[config.mk]
export PLATFORM = sky130hd
export DESIGN_NAME = button_conditioner
export DESIGN_NICKNAME = d
export VERILOG_FILES = /design/src/rtl/button_conditioner.sv
export SDC_FILE = /design/constraint.sdc
export NUM_CORES = 1
export LEC_CHECK = 0
export ABC_AREA = 1
export CAP_MARGIN = 20
export CORE_MARGIN = 2
export CORE_UTILIZATION = 30
export DETAILED_ROUTE_END_ITERATION = 10
export PLACE_DENSITY = 0.52
export SETUP_SLACK_MARGIN = 0.4
export SYNTH_ARGS = -nofsm -noshare
export SYNTH_HDL_FRONTEND = slang
export SYNTH_SLANG_ARGS = --single-unit
[constraint.sdc]
create_clock -name clk_100MHz -period 3.6 [get_ports clk_100MHz]
set_input_delay 0.54 -clock clk_100MHz [delete_from_list [all_inputs] [get_ports clk_100MHz]]
set_output_delay 0.54 -clock clk_100MHz [all_outputs]
set_load 0.01 [all_outputs]
[src/rtl/button_conditioner.sv]
// -----------------------------------------------------------------------------
// button_conditioner
//   Turns raw board buttons into clean command pulses for the game core.
//   Each button is handled on its own:
//     2-flop synchronizer -> debouncer -> press-edge pulse -> optional
//     hold-to-repeat (auto-shift).
//
// Ports
//   clk_100MHz : system clock
//   reset      : asynchronous active-low reset (0 = in reset)
//   btn_raw    : raw asynchronous button levels, 1 = pressed
//   freeze     : 1 = suppress every btn_pulse; tracking keeps running
//   btn_level  : debounced button levels (registered)
//   btn_pulse  : one-cycle command pulses, press + auto-repeat (registered)
//
// Reset release is expected to be synchronous to clk_100MHz already (done by
// the top-level reset bridge). No extra stage is added here, so a button held
// through reset gives its press pulse DEBOUNCE_CYCLES+2 edges after release.
// -----------------------------------------------------------------------------
module button_conditioner #(
  parameter int                N_BTN           = 6,
  parameter int                DEBOUNCE_CYCLES = 1_000_000,
  parameter int                REPEAT_DELAY    = 30_000_000,
  parameter int                REPEAT_PERIOD   = 10_000_000,
  parameter logic [N_BTN-1:0]  REPEAT_MASK     = 6'b000111,
  parameter int                CNT_W           = 25
) (
  input  logic             clk_100MHz,
  input  logic             reset,
  input  logic [N_BTN-1:0] btn_raw,
  input  logic             freeze,
  output logic [N_BTN-1:0] btn_level,
  output logic [N_BTN-1:0] btn_pulse
);

  localparam logic [CNT_W-1:0] DEB_LAST = CNT_W'(DEBOUNCE_CYCLES - 1);
  localparam logic [CNT_W-1:0] DLY_LAST = CNT_W'(REPEAT_DELAY - 1);
  localparam logic [CNT_W-1:0] PER_LAST = CNT_W'(REPEAT_PERIOD - 1);

  typedef enum logic [1:0] {
    IDLE = 2'd0,  // button released
    ONCE = 2'd1,  // pressed, no auto-repeat for this button
    HOLD = 2'd2,  // pressed, waiting for the first repeat
    RPT  = 2'd3   // pressed, repeating every REPEAT_PERIOD
  } rpt_state_t;

  logic [N_BTN-1:0] sync1, sync2;
  logic [CNT_W-1:0] deb_cnt [N_BTN];
  logic [CNT_W-1:0] rpt_cnt [N_BTN];
  rpt_state_t       state   [N_BTN];

  // Debounced level as it will be after this edge. The repeat FSM works off
  // this value so the press pulse lands on the same edge the level rises, and
  // a release is seen in time to cancel a repeat pulse due on that edge.
  logic [N_BTN-1:0] level_next;
  logic [N_BTN-1:0] rise, fall;

  // NOTE: every signal driven in always_comb gets a default first, so no path
  // leaves it unassigned and no latch is inferred.
  always_comb begin
    level_next = btn_level;
    for (int i = 0; i < N_BTN; i++) begin
      if (sync2[i] != btn_level[i] && deb_cnt[i] == DEB_LAST) begin
        level_next[i] = sync2[i];
      end
    end
    rise = level_next & ~btn_level;
    fall = ~level_next & btn_level;
  end

  // NOTE: all state below is updated with non-blocking assignments so every
  // flop samples the pre-edge value of every other flop, independent of
  // statement order. The per-button counters are plain registers (not a RAM),
  // so they are cleared by the asynchronous reset like any other flop.
  always_ff @(posedge clk_100MHz or negedge reset) begin
    if (!reset) begin
      sync1     <= '0;
      sync2     <= '0;
      btn_level <= '0;
      btn_pulse <= '0;
      for (int i = 0; i < N_BTN; i++) begin
        deb_cnt[i] <= '0;
        rpt_cnt[i] <= '0;
        state[i]   <= IDLE;
      end
    end else begin
      sync1     <= btn_raw;
      sync2     <= sync1;
      btn_level <= level_next;
      btn_pulse <= '0;

      for (int i = 0; i < N_BTN; i++) begin
        // Debounce: count consecutive cycles that disagree with the accepted
        // level; any agreeing cycle (a glitch back) restarts the count.
        if (sync2[i] == btn_level[i] || deb_cnt[i] == DEB_LAST) begin
          deb_cnt[i] <= '0;
        end else begin
          deb_cnt[i] <= deb_cnt[i] + CNT_W'(1);
        end

        // Repeat FSM. Pulses are gated by freeze only at the output; the
        // schedule itself keeps running, so a pulse due while frozen is lost.
        unique case (state[i])
          IDLE: begin
            if (rise[i]) begin
              btn_pulse[i] <= ~freeze;
              rpt_cnt[i]   <= '0;
              state[i]     <= REPEAT_MASK[i] ? HOLD : ONCE;
            end
          end
          ONCE: begin
            if (fall[i]) begin
              rpt_cnt[i] <= '0;
              state[i]   <= IDLE;
            end
          end
          HOLD: begin
            if (fall[i]) begin
              rpt_cnt[i] <= '0;
              state[i]   <= IDLE;
            end else if (rpt_cnt[i] == DLY_LAST) begin
              btn_pulse[i] <= ~freeze;
              rpt_cnt[i]   <= '0;
              state[i]     <= RPT;
            end else begin
              rpt_cnt[i] <= rpt_cnt[i] + CNT_W'(1);
            end
          end
          RPT: begin
            if (fall[i]) begin
              rpt_cnt[i] <= '0;
              state[i]   <= IDLE;
            end else if (rpt_cnt[i] == PER_LAST) begin
              btn_pulse[i] <= ~freeze;
              rpt_cnt[i]   <= '0;
            end else begin
              rpt_cnt[i] <= rpt_cnt[i] + CNT_W'(1);
            end
          end
          default: begin
            rpt_cnt[i] <= '0;
            state[i]   <= IDLE;
          end
        endcase
      end
    end
  end

endmodule

==> results_dict.tcl <==
set metrics [dict create \
    synth_mux_area_frac 0 \
    grt_overflow 0 \
    start_util 0.303 \
    wl_per_cell_um 14.2 \
    p_int_w 0.00660 \
    dpl_worst_slack_ps 1080 \
    grt_util_all_layers 0.161 \
    peakVddDrop_uv 295 \
    post-dp-hpwl_mm 43.9 \
    core_area_um2 75800 \
    cap_viol_max_count 0 \
    syn_inst 3438 \
    io_buffers 20 \
    firstDrtPassIters 5 \
    holdCritPathClass "reg2reg" \
    rr_worst_depth 11 \
    crit_path_cell_trace "ha_1 > nand3_1 > inv_2 > nand2_1 > nor2_4 > nand3_4 > buf_4 > nand3_2 > nand2_2 > inv_1 > o21ai_0" \
    drv_slew 0 \
    ys_seq_area_frac 0.367 \
    synthArstFlopShare 1.00 \
    post_cts_resized 0 \
    numCtsBuffers 45 \
    grt_pass1_vias 21100 \
    synthTopCellsByCount "872 x nand2_1, 596 x nor2_1, 393 x nand3_1, 366 x inv_1, 336 x dfrtp_1" \
    worstMarginPinSlew_ps 859 \
    synthDistinctLibCells 50 \
    grt_start_max_net_pins 78 \
    whs_path_depth 0 \
    cts_root_buf "clkbuf_16" \
    sw_frac_of_total 0.232 \
    die_w_um 281 \
    cts-htree-levels 2 \
    dr.first_iter.drc_count 1638 \
    via_per_inst 4.95 \
    startpoint_type "register" \
    pwr-share-seq 0.444 \
    yosys.area_share.simple 0.452 \
    yosysTopAreaCellShare 0.367 \
    synth_edf_count 0 \
    setup_ws_ps 1120 \
    synth_area_leaders "dfrtp_1 37%, nand2_1 14%, nor2_1 9.8%" \
    power_frac_comb 0.022 \
    cp_top_family "simple AND/OR/NAND/NOR gates" \
    status "completed" \
    antenna_cells 0 \
    synthAdderAreaFrac 0.00655 \
    crit_path_max_incr_delay_ps 430 \
    yosysMostFrequentCell "nand2_1" \
    min_to "sync2[2]$_DFF_PN0_" \
    relSlewSlack 0.427 \
    powerDensity_nw_per_um2 336 \
    setup_violations 0 \
    layout-drive-gt1-share 0.0569 \
    r2r-end "rpt_cnt[56]$_DFFE_PN0P_" \
    crit_arrival_ps 2970 \
    end_kind "register" \
    hp-start "sync1[2]$_DFF_PN0_" \
    switching_power_w 0.00199 \
    synth_area_leader_cell "dfrtp_1" \
    synthXorXnorAreaFrac 0.0294 \
    setup_tns_ps 0 \
    fmax_mhz 404 \
    leakage_nw 10.9 \
    vias 22000 \
    avgSynthCellArea_um2 6.67 \
    io_pins 21 \
    critPathKind "reg2reg" \
    fin_crit_sh 0.688 \
    areaGrowthSynthToFinish_pct 11.5 \
    grt_antenna_before_repair 0 \
    clock_path_buffers 3 \
    required_ps 4090 \
    r2r_slack_ps 1120 \
    postSynthNetCount 3459 \
    fillCellCount 8250 \
    cp_slowest_cell "buf_4" \
    synth_top_family_by_area "simple AND/OR/NAND/NOR gates" \
    postRouteAntennaNets 0 \
    gp_congestion 0.890 \
    ys.warnings.count 0 \
    clock_power_share 0.533 \
    clock_skew_ps 22.4 \
    synth-seq-cells 336 \
    die_y_um 281 \
    worstSkewPairLatency_ps 590 \
    tritoncts "yes" \
    grt_pass1_wl_mm 107 \
    dpl-instance-area_um2 24000 \
    holdBufCountCts 1 \
    final_area_um2 25600 \
    period_needed_ps 2480 \
    r2r_start "deb_cnt[50]$_DFF_PN0_" \
    die_area_um2 78700 \
    rsz0062_at_grt "false" \
    synthesis.area_um2 22900 \
    synth-compound-area-share 0.0580 \
    critical_path.max_fanout 50 \
    path_clk_slew_ps 60 \
    cts_setup_buffers 0 \
    timing.hold.ws_ps 345 \
    routed_wl_mm 63.0 \
    synth_ff_type "dfrtp_1" \
    clock_sinks 336 \
    drc 0 \
    hold_violations 0 \
    final_nets 3449 \
    rows 101 \
    worst-path-buf-inv 3 \
]
## registers in the layout, indices dropped and copies added, names as in the netlist
name and cells:
btn_pulse 6, sync1 6, rpt_cnt 150, btn_level 6, deb_cnt 150, state 12
sync2 6
## worst max-delay path by stage
stage	cells past startpoint	slack, ps	startpoint	to
4_1_cts	11	1100	deb_cnt[50]$_DFF_PN0_	rpt_cnt[61]$_DFFE_PN0P_
2_1_floorplan	11	1890	rpt_cnt[25]$_DFFE_PN0P_	rpt_cnt[25]$_DFFE_PN0P_
6_report	11	1120	deb_cnt[50]$_DFF_PN0_	rpt_cnt[56]$_DFFE_PN0P_
3_3_place_gp	10	1190	deb_cnt[25]$_DFF_PN0_	rpt_cnt[29]$_DFFE_PN0P_
3_5_place_dp	11	1080	deb_cnt[50]$_DFF_PN0_	rpt_cnt[61]$_DFFE_PN0P_
5_1_grt	11	760	deb_cnt[50]$_DFF_PN0_	rpt_cnt[61]$_DFFE_PN0P_
## per-layer routing
metal | track usage | wire length [um] | part of all wire | up-vias
li1 | - | - | - | 11300
met1 | 0.228 | 30900 | 0.49 | 10200
met2 | 0.260 | 28300 | 0.45 | 430
met3 | 0.0189 | 2580 | 0.041 | 77
met4 | 0.0435 | 1220 | 0.019 | 0
met5 | 0 | 0 | 0 | -
## cells by family after synthesis
family	Yosys count
compound gates	218
xor+xnor	77
fa+ha+maj	12
buf+inv	487
flops	336
simple gates	2308
## power by group through the flow
stage	Combinational [W]	Clock, W	Sequential, W
6_report	0.000191	0.00458	0.00382
5_1_grt	0.000226	0.00489	0.00382
4_1_cts	0.000202	0.00476	0.00382
3_5_place_dp	0.000200	0	0.00388
3_3_place_gp	0.000200	0	0.00388
2_1_floorplan	0.0000698	0	0.00388
## layout by cell type, fill, tap and decap left out, types with 7 or more instances in the layout
master and count:
inv_2 16, o2111ai_1 34, nor3_1 112, dfrtp_1 336, nor2_1 592, buf_4 11, ha_1 12, clkbuf_16 47
inv_1 366, nand4_1 217, or2_2 8, a21oi_1 61, o21ai_1 18, xor2_1 58, nand3_2 11, nor2_4 12
nor4_1 17, clkbuf_1 12, clkbuf_8 14, nand3b_1 13, a31oi_1 7, clkdlybuf4s50_1 19, nor2_2 28, xnor2_1 19
nand2_1 872, nand2_2 8, clkinv_1 8, nand3_1 393, o21ai_0 67
## metrics by stage
step / std cells / total power, W / util
2_1_floorplan: 3438 / 0.00395 / -
3_3_place_gp: 4354 / 0.00408 / 0.316
3_5_place_dp: 4356 / 0.00408 / 0.317
4_1_cts: 4440 / 0.00877 / 0.337
5_1_grt: 4442 / 0.00894 / 0.337
6_report: 4442 / 0.00859 / 0.337
## area by class of cell
type | count | area, um2 | share of cell area
sequential | 336 | 8410 | 0.329
timing repair buffer | 40 | 450 | 0.0176
tap | 978 | 1220 | 0.0478
clock inverter | 10 | 93.8 | 0.00367
inverter | 390 | 1460 | 0.0572
multi-input combinational | 2615 | 12500 | 0.490
clock buffer | 73 | 1410 | 0.0553
Note: power is estimated with default switching activity, not from simulation.
